### src/rtl/matmul_host_port_driver.sv
// matmul_host_port_driver: loads A/B operand tiles from a 64-bit stream into the
//   external BRAM ports, kicks the multiply, waits for done, then streams C_1_0/C_1_1 back out.
// Ports: op_start/base_a/base_b/base_c/stride (job setup), in_* (load stream, valid/ready),
//   out_* (unload stream, valid/ready), ext_addr/ext_wdata/we_* (BRAM port B writes),
//   rdata_c10/rdata_c11 (BRAM reads), mm_start/mm_clear/mm_done (matmul control), busy/job_done.
// Latency: 32 load beats + 1 kick + wait + 3 cycles per result word + 1 clear; load and unload
//   both stall cleanly on in_valid low / out_ready low.
module matmul_host_port_driver #(
  parameter int DWIDTH       = 8,
  parameter int AWIDTH       = 11,
  parameter int MAT_MUL_SIZE = 8
) (
  input  logic                                clk,
  input  logic                                resetn,
  input  logic                                op_start,
  input  logic [AWIDTH-1:0]                   base_a,
  input  logic [AWIDTH-1:0]                   base_b,
  input  logic [AWIDTH-1:0]                   base_c,
  input  logic [7:0]                          stride,
  input  logic [MAT_MUL_SIZE*DWIDTH-1:0]      in_data,
  input  logic                                in_valid,
  output logic                                in_ready,
  output logic [MAT_MUL_SIZE*DWIDTH-1:0]      out_data,
  output logic                                out_valid,
  input  logic                                out_ready,
  output logic [AWIDTH-1:0]                   ext_addr,
  output logic [MAT_MUL_SIZE*DWIDTH-1:0]      ext_wdata,
  output logic [MAT_MUL_SIZE*DWIDTH/8-1:0]    we_a00,
  output logic [MAT_MUL_SIZE*DWIDTH/8-1:0]    we_a10,
  output logic [MAT_MUL_SIZE*DWIDTH/8-1:0]    we_b00,
  output logic [MAT_MUL_SIZE*DWIDTH/8-1:0]    we_b01,
  input  logic [MAT_MUL_SIZE*DWIDTH-1:0]      rdata_c10,
  input  logic [MAT_MUL_SIZE*DWIDTH-1:0]      rdata_c11,
  output logic                                mm_start,
  output logic                                mm_clear,
  input  logic                                mm_done,
  output logic                                busy,
  output logic                                job_done
);

  localparam int WW = MAT_MUL_SIZE * DWIDTH;
  localparam int BW = WW / 8;
  localparam int RW = $clog2(MAT_MUL_SIZE);
  localparam int OW = RW + 8;

  typedef enum logic [2:0] {
    S_IDLE, S_LOAD, S_KICK, S_WAIT, S_RADDR, S_RDATA, S_OUT, S_CLEAR
  } state_t;

  state_t            state, state_nxt;
  logic [RW+1:0]     k;          // load beat: {tile[1:0], row}
  logic [RW:0]       j;          // unload word: {C11 select, row}
  logic [AWIDTH-1:0] base_a_q, base_b_q, base_c_q;
  logic [7:0]        stride_q;

  logic              beat;
  logic              last_k, last_j;
  logic [RW-1:0]     row;
  logic [AWIDTH-1:0] base_sel;
  logic [OW-1:0]     row_off;
  logic [AWIDTH-1:0] addr_calc;

  assign beat   = (state == S_LOAD) && in_valid;
  assign last_k = &k;
  assign last_j = &j;

  // One shared address generator: load rows come from k, unload rows from j.
  // The sum is kept at AWIDTH bits so addresses wrap modulo the BRAM size.
  always_comb begin
    row      = k[RW-1:0];
    base_sel = k[RW+1] ? base_b_q : base_a_q;
    if (state != S_LOAD) begin
      row      = j[RW-1:0];
      base_sel = base_c_q;
    end
    row_off   = OW'(row) * OW'(stride_q);
    addr_calc = base_sel + AWIDTH'(row_off);
  end

  always_comb begin
    state_nxt = state;
    in_ready  = 1'b0;
    out_valid = 1'b0;
    mm_start  = 1'b0;
    mm_clear  = 1'b0;
    job_done  = 1'b0;
    busy      = (state != S_IDLE);
    ext_addr  = '0;
    ext_wdata = '0;
    we_a00    = '0;
    we_a10    = '0;
    we_b00    = '0;
    we_b01    = '0;
    case (state)
      S_IDLE: begin
        if (op_start) state_nxt = S_LOAD;
      end
      S_LOAD: begin
        in_ready = 1'b1;
        ext_addr = addr_calc;
        if (in_valid) begin
          ext_wdata = in_data;
          case (k[RW+1:RW])
            2'd0:    we_a00 = {BW{1'b1}};
            2'd1:    we_a10 = {BW{1'b1}};
            2'd2:    we_b00 = {BW{1'b1}};
            default: we_b01 = {BW{1'b1}};
          endcase
          if (last_k) state_nxt = S_KICK;
        end
      end
      S_KICK: begin
        mm_start  = 1'b1;
        state_nxt = S_WAIT;
      end
      S_WAIT: begin
        if (mm_done) state_nxt = S_RADDR;
      end
      S_RADDR: begin
        ext_addr  = addr_calc;
        state_nxt = S_RDATA;
      end
      S_RDATA: begin
        // Address is held so the registered BRAM output stays aligned.
        ext_addr  = addr_calc;
        state_nxt = S_OUT;
      end
      S_OUT: begin
        ext_addr  = addr_calc;
        out_valid = 1'b1;
        if (out_ready) state_nxt = last_j ? S_CLEAR : S_RADDR;
      end
      S_CLEAR: begin
        mm_clear  = 1'b1;
        job_done  = 1'b1;
        state_nxt = S_IDLE;
      end
      default: state_nxt = S_IDLE;
    endcase
  end

  always_ff @(posedge clk) begin
    if (!resetn) begin
      state    <= S_IDLE;
      k        <= '0;
      j        <= '0;
      base_a_q <= '0;
      base_b_q <= '0;
      base_c_q <= '0;
      stride_q <= '0;
      out_data <= '0;
    end else begin
      state <= state_nxt;
      case (state)
        S_IDLE: begin
          if (op_start) begin
            base_a_q <= base_a;
            base_b_q <= base_b;
            base_c_q <= base_c;
            stride_q <= stride;
            k        <= '0;
            j        <= '0;
          end
        end
        S_LOAD:  if (in_valid) k <= k + 1'b1;
        S_RDATA: out_data <= j[RW] ? rdata_c11 : rdata_c10;
        S_OUT:   if (out_ready && !last_j) j <= j + 1'b1;
        default: ;
      endcase
    end
  end

endmodule

### config.mk
export PLATFORM = sky130hd
export DESIGN_NAME = matmul_host_port_driver
export DESIGN_NICKNAME = d
export VERILOG_FILES = /design/src/rtl/matmul_host_port_driver.sv
export SDC_FILE = /design/constraint.sdc
export NUM_CORES = 1
export LEC_CHECK = 0
export CORE_AREA = 2 2 160 162
export DETAILED_ROUTE_END_ITERATION = 10
export DIE_AREA = 0 0 162 164
export PLACE_DENSITY = 0.73
export SLEW_MARGIN = 25
export SYNTH_ARGS = -nofsm -noshare
export SYNTH_HDL_FRONTEND = slang
export SYNTH_SLANG_ARGS = --single-unit
export TNS_END_PERCENT = 50
### constraint.sdc
create_clock -name clk -period 6.6 [get_ports clk]
set_clock_uncertainty 0.2 [all_clocks]
set_input_delay 1.32 -clock clk [delete_from_list [all_inputs] [get_ports clk]]
set_output_delay 1.32 -clock clk [all_outputs]
set_load 0.1 [all_outputs]
==> impl_metrics.toml, run 1 <==
[timing]
setup_violations = 0
drv_slew = 0
rsz0062_at_grt = "false"
max_freq_ghz = 0.162
worst_pin_slew_ns = 1.04
relSlewSlack = 0.306
setup_tns_ns = 0
min_period_over_period = 0.937
hold_viol = 0
hold_slack_ns = 0.249
period_needed_ns = 6.19

[floorplan]
start_util = 0.288
dieHeight_um = 164
die-area_um2 = 26600
io_pins = 416
rows = 58
core_region_area_um2 = 24800
die_w_um = 162

[yosys]
yosys-top-cells-area = "dfxtp_1 33%, mux2i_1 11%, o211a_1 9.1%, nand2_1 8.7%, and3_1 6.0%"
yosysTopAreaCell = "dfxtp_1"
synth_seq_cells = 117
synthArstFlopShare = 0
synth_top_family_by_area = "simple AND/OR/NAND/NOR gates"
synthCells = 827
yosys-top-cells-count = "166 x nand2_1, 117 x dfxtp_1, 80 x mux2i_1"
synth_top_area_share = 0.328
synth_compound_area_frac = 0.172
ys_seq_area_frac = 0.328
syn-cell-area_um2 = 7140
yosys_warnings = 0
synth_edf_count = 0
synth_cell_types = 45
synthSimpleGateAreaFrac = 0.212
synth.most_common_cell = "nand2_1"
synth-xor-area-share = 0.0123
dominantRegCellSynth = "dfxtp_1"
muxShareOfSynthArea = 0.114
syn-num-nets = 1097
avgSynthCellArea_um2 = 8.63
synthAdderAreaFrac = 0.0701

[place]
finalWeightedCongestion = 0.802
dp_hpwl_um = 19300
dpl.cell_count = 1484
numPortBuffers = 415

[pwr]
p_leak_nw = 5.53
p_sw_mw = 0.675
power_frac_comb = 0.229
swShare = 0.316
clkPwrFrac = 0.428
seqPwrFrac = 0.343
power.density_nw_per_um2 = 182
power_mw = 2.14
intPower_mw = 1.46
peakVddDrop_uv = 142

[global_route]
grt_usage = 0.183
antenna_found_initial = 3
grt_overflow_total = 0
grt_pass1_wl_um = 37700
grt_pass1_vias = 6623
grt_max_degree = 87

[hold_path]
worstHoldStart = "base_c_q[4]$_SDFFE_PN0P_"
hp-class = "flop to flop"

[critical_path]
regToRegStartpoint = "state[2]$_SDFFE_PN0P_"
cp-end-kind = "primary output"
startpoint_type = "flop"
worst_ep_arrival_time_ns = 4.67
worstPathRequired_ns = 5.08
worstPathMaxFanout = 15
crit_path_start = "state[0]$_SDFFE_PN0P_"
critical_path_class = "flop to primary output"

[route]
avgViaCountPerCell = 4.61
first_pass_iters = 7
drt_iter0_drc = 385
dr_total_vias = 6999
wl_per_cell_um = 16.7
drcViolationCount = 0
wirelength_um = 25300
postRouteAntennaNets = 0

[clock_tree]
ctsResizeCount = 2
clk_latency_ns = 0.41
hold_buffers = 0
cts_buffers = 17
path_clk_slew_ns = 0.06
root_buffer = "clkbuf_16"
cts_tree = "built"
post_cts_buffers = 0
cts.path.max_buffers = 2
cts_sinks = 117
cts.htree.levels = 4

[finish]
layout.nets = 1443
drive_gt1_frac = 0.137
final_cells = 1518
syn_to_final_growth_pct = 64.5

[run_status]
outcome = "complete, no violations"

[job]
maxCapViolCount = 0
-- power groups by stage --
stage,Combinational (mW),Sequential [mW],Clock [mW]
final,0.490,0.732,0.914
after detailed placement,0.489,0.747,0
after floorplan,0.278,0.744,0
after global routing,0.517,0.733,0.972
after global placement,0.486,0.746,0
after CTS,0.492,0.731,0.940
-- flip-flops by register name, summed over array words and instances, names as in the netlist --
signal and cells:
j 4, base_a_q 11, base_b_q 11, state 3, out_data 64, base_c_q 11
k 5, stride_q 8
-- metal layers --
layer | up-vias | GRT usage | wire length (µm)
met5 | - | 0 | 16
met4 | 2 | 0.0410 | 259
met3 | 18 | 0.0662 | 1970
met2 | 214 | 0.299 | 12300
met1 | 3266 | 0.231 | 10800
li1 | 3499 | - | -
-- metrics by stage --
step / utilization / area, µm² / setup slack (ns)
after global placement: 0.449 / 11100 / 0.599
final: 0.473 / 11700 / 0.413
after floorplan: - / 7150 / 0.245
after global routing: 0.473 / 11700 / 0.110
after detailed placement: 0.449 / 11100 / 0.443
after CTS: 0.472 / 11700 / 0.105
-- worst max-delay path: stages (launching register included) --
cell and delay, ns:
dfxtp_2 0.49, nor3b_4 0.44, mux2i_2 0.48, nor2b_1 0.12, fa_1 0.50, inv_1 0.06, fa_1 0.53, inv_1 0.04
ha_1 0.35, o21ai_0 0.42, o21ai_0 0.14, a31oi_1 0.21, xor2_1 0.08, nor2_1 0.18, buf_12 0.20
-- final cells by class --
cell class	instances	area (µm²)
Fill cell	2388	13100
Sequential cell	117	2350
Tap cell	330	413
Timing Repair Buffer	425	4130
Multi-Input combinational cell	586	4190
Antenna cell	2	5.00
Clock buffer	17	425
Clock inverter	15	144
Inverter	26	97.6
-- worst paths after layout --
check	to	slack (ns)	cells past startpoint
hold reg to reg	base_c_q[4]$_SDFFE_PN0P_	0.25	2
setup / recovery	ext_addr[9]	0.41	14
hold / removal	base_c_q[4]$_SDFFE_PN0P_	0.25	2
setup reg to reg	out_data[61]$_SDFFE_PN0P_	3.96	4
-- layout by cell type, fill, tap and decap left out, types with 17 or more instances in the layout --
| master | count |
|---|---|
| nand2_1 | 166 |
| dfxtp_1 | 115 |
| nor2_1 | 20 |
| o211a_1 | 65 |
| and3_1 | 67 |
| nor2b_1 | 30 |
| mux2i_1 | 77 |
| buf_4 | 104 |
| inv_1 | 26 |
| clkbuf_16 | 17 |
| a21boi_1 | 40 |
| clkdlybuf4s50_1 | 306 |
-- kinds of logic (layout without fill, tap and decap cells) --
kind of cell	count (synthesis)	in the layout
and+or+nand+nor	315	315
adders and majority gates	31	31
buffers and inverters	124	483
xor gates and xnor gates	10	10
DFF	117	117
AOI/OAI and AO/OA	149	149
muxes	81	81
other	0	2
(Power assumes the default switching activity.)
==> inputs of run 2 (changes only) <==
--- a/config.mk
+++ b/config.mk
@@ -9,7 +9,7 @@
 export DETAILED_ROUTE_END_ITERATION = 10
 export DIE_AREA = 0 0 162 164
 export PLACE_DENSITY = 0.73
-export SLEW_MARGIN = 25
+export SLEW_MARGIN = 15
 export SYNTH_ARGS = -nofsm -noshare
 export SYNTH_HDL_FRONTEND = slang
 export SYNTH_SLANG_ARGS = --single-unit
==> constraint.sdc (replaced) <==
create_clock -name clk -period 5.7 [get_ports clk]
set_clock_uncertainty 0.2 [all_clocks]
set_input_delay 1.14 -clock clk [delete_from_list [all_inputs] [get_ports clk]]
set_output_delay 1.14 -clock clk [all_outputs]
set_load 0.1 [all_outputs]
==> impl_metrics.toml, run 2 (synthesized netlist as in run 1, its figures left out) <==
[finish]
final_area_um2 = 12300
final_cells = 1531
syn_to_final_growth_pct = 72.2
final_util = 0.496
final_common_cell = "clkdlybuf4s50_1"
largest_reg_flops = 64
top_register = "out_data"
layout.nets = 1457
drive_gt1_frac = 0.153
layout_common_cells = "307 x clkdlybuf4s50_1, 166 x nand2_1, 115 x dfxtp_1"
nFillCells = 2285

[timing]
drv_slew = 0
min_period_over_period = 0.963
hold_slack_ns = 0.248
layout_setup_ws_ns = 0.214
period_needed_ns = 5.49
setup_tns_ns = 0
worst_pin_slew_ns = 1.18
relSlewSlack = 0.208
hold_viol = 0
setup_violations = 0
max_freq_ghz = 0.182

[clock_tree]
root_buffer = "clkbuf_16"
cts.htree.levels = 4
cts_tree = "built"
cts.path.max_buffers = 2
path_clk_slew_ns = 0.06
clk_latency_ns = 0.41
cts_sinks = 117
hold_buffers = 0
cts_buffers = 17

[place]
numPortBuffers = 415
finalWeightedCongestion = 0.791
dpl.cell_count = 1493
dp_hpwl_um = 19300
place_area_um2 = 11600
place_ws_ns = 0.322

[pwr]
power_mw = 2.62
power.density_nw_per_um2 = 213
p_leak_nw = 5.70
peakVddDrop_uv = 163

[critical_path]
worstPathRequired_ns = 4.36
startpoint_type = "flop"
worstPathMaxFanout = 11
crit_chain = "nor3b_2, buf_4, mux2i_2, buf_4, nor2b_1, fa_1, inv_1, fa_1, inv_1, ha_2, a211oi_2, o21ai_0, a31oi_1, xor2_1, nor2_4, buf_12"
worst_ep_arrival_time_ns = 4.15
cp_num_buf_inv = 5
cp-end-kind = "primary output"
critical_path_class = "flop to primary output"
cp_top_family = "adder cells"
critPathMaxStageDelay_ns = 0.53
cp_slowest_cell = "fa_1"

[route]
dr_total_vias = 7036
drcViolationCount = 0
avgViaCountPerCell = 4.60
drt_iter0_drc = 394
wirelength_um = 25300
first_pass_iters = 4
wl_per_cell_um = 16.5
postRouteAntennaNets = 0

[floorplan]
rows = 58
io_pins = 416
dieHeight_um = 164
die_w_um = 162
die-area_um2 = 26600
core_region_area_um2 = 24800
start_util = 0.288

[global_route]
grt_overflow_total = 0
grt_max_degree = 80
grt_pass1_vias = 6805
grt_pass1_wl_um = 37500
grt_usage = 0.181
antenna_found_initial = 3

[hold_path]
hp-class = "flop to flop"

[job]
maxCapViolCount = 0

[run_status]
outcome = "complete, no violations"
==> run 2: tightest hold or removal path, stage by stage, from the launching register on <==
cell	delay, ns
dfxtp_1	0.30
nand2_1	0.05
a21boi_1	0.05
==> run 2: repair_timing <==
action / in CTS / in global routing
gates resized for setup: 2 / 8
cloned: 0 / 0
pin swaps: 0 / 3
setup endpoints to repair: 1 / 4
buffers inserted: 0 / 5
==> run 2: final timing paths <==
check | startpoint | end | slack (ns) | cells after the start
setup / recovery | state[1]$_SDFFE_PN0P_ | ext_addr[9] | 0.21 | 16
hold / removal | base_c_q[8]$_SDFFE_PN0P_ | base_c_q[8]$_SDFFE_PN0P_ | 0.25 | 2
setup reg to reg | state[0]$_SDFFE_PN0P_ | j[3]$_SDFFE_PN0P_ | 3.24 | 6
hold reg to reg | base_c_q[8]$_SDFFE_PN0P_ | base_c_q[8]$_SDFFE_PN0P_ | 0.25 | 2
==> run 2: layer usage <==
| metal | routed length [µm] | part of all wire | up-vias | GRT usage |
|---|---|---|---|---|
| met5 | 13 | 0.00051 | - | 0 |
| met2 | 12400 | 0.49 | 227 | 0.298 |
| li1 | - | - | 3517 | - |
| met4 | 296 | 0.012 | 2 | 0.0495 |
| met1 | 10500 | 0.42 | 3270 | 0.225 |
| met3 | 2060 | 0.082 | 20 | 0.0652 |
==> run 2: where the power goes <==
group	total (mW)	internal (mW)	switching, mW
Clock	1.19	0.762	0.431
Combinational	0.580	0.254	0.326
Sequential	0.845	0.835	0.0105
Total	2.62	1.85	0.767
==> run 2: cell type report <==
| type | count | area [µm²] | area share |
|---|---|---|---|
| inverter | 26 | 97.6 | 0.00794 |
| multi-input combinational | 586 | 4210 | 0.342 |
| clock inverter | 13 | 195 | 0.0159 |
| timing repair buffer | 439 | 4580 | 0.372 |
| tap | 330 | 413 | 0.0336 |
| sequential | 117 | 2350 | 0.191 |
| antenna | 1 | 2.50 | 0.000203 |
| clock buffer | 19 | 453 | 0.0368 |
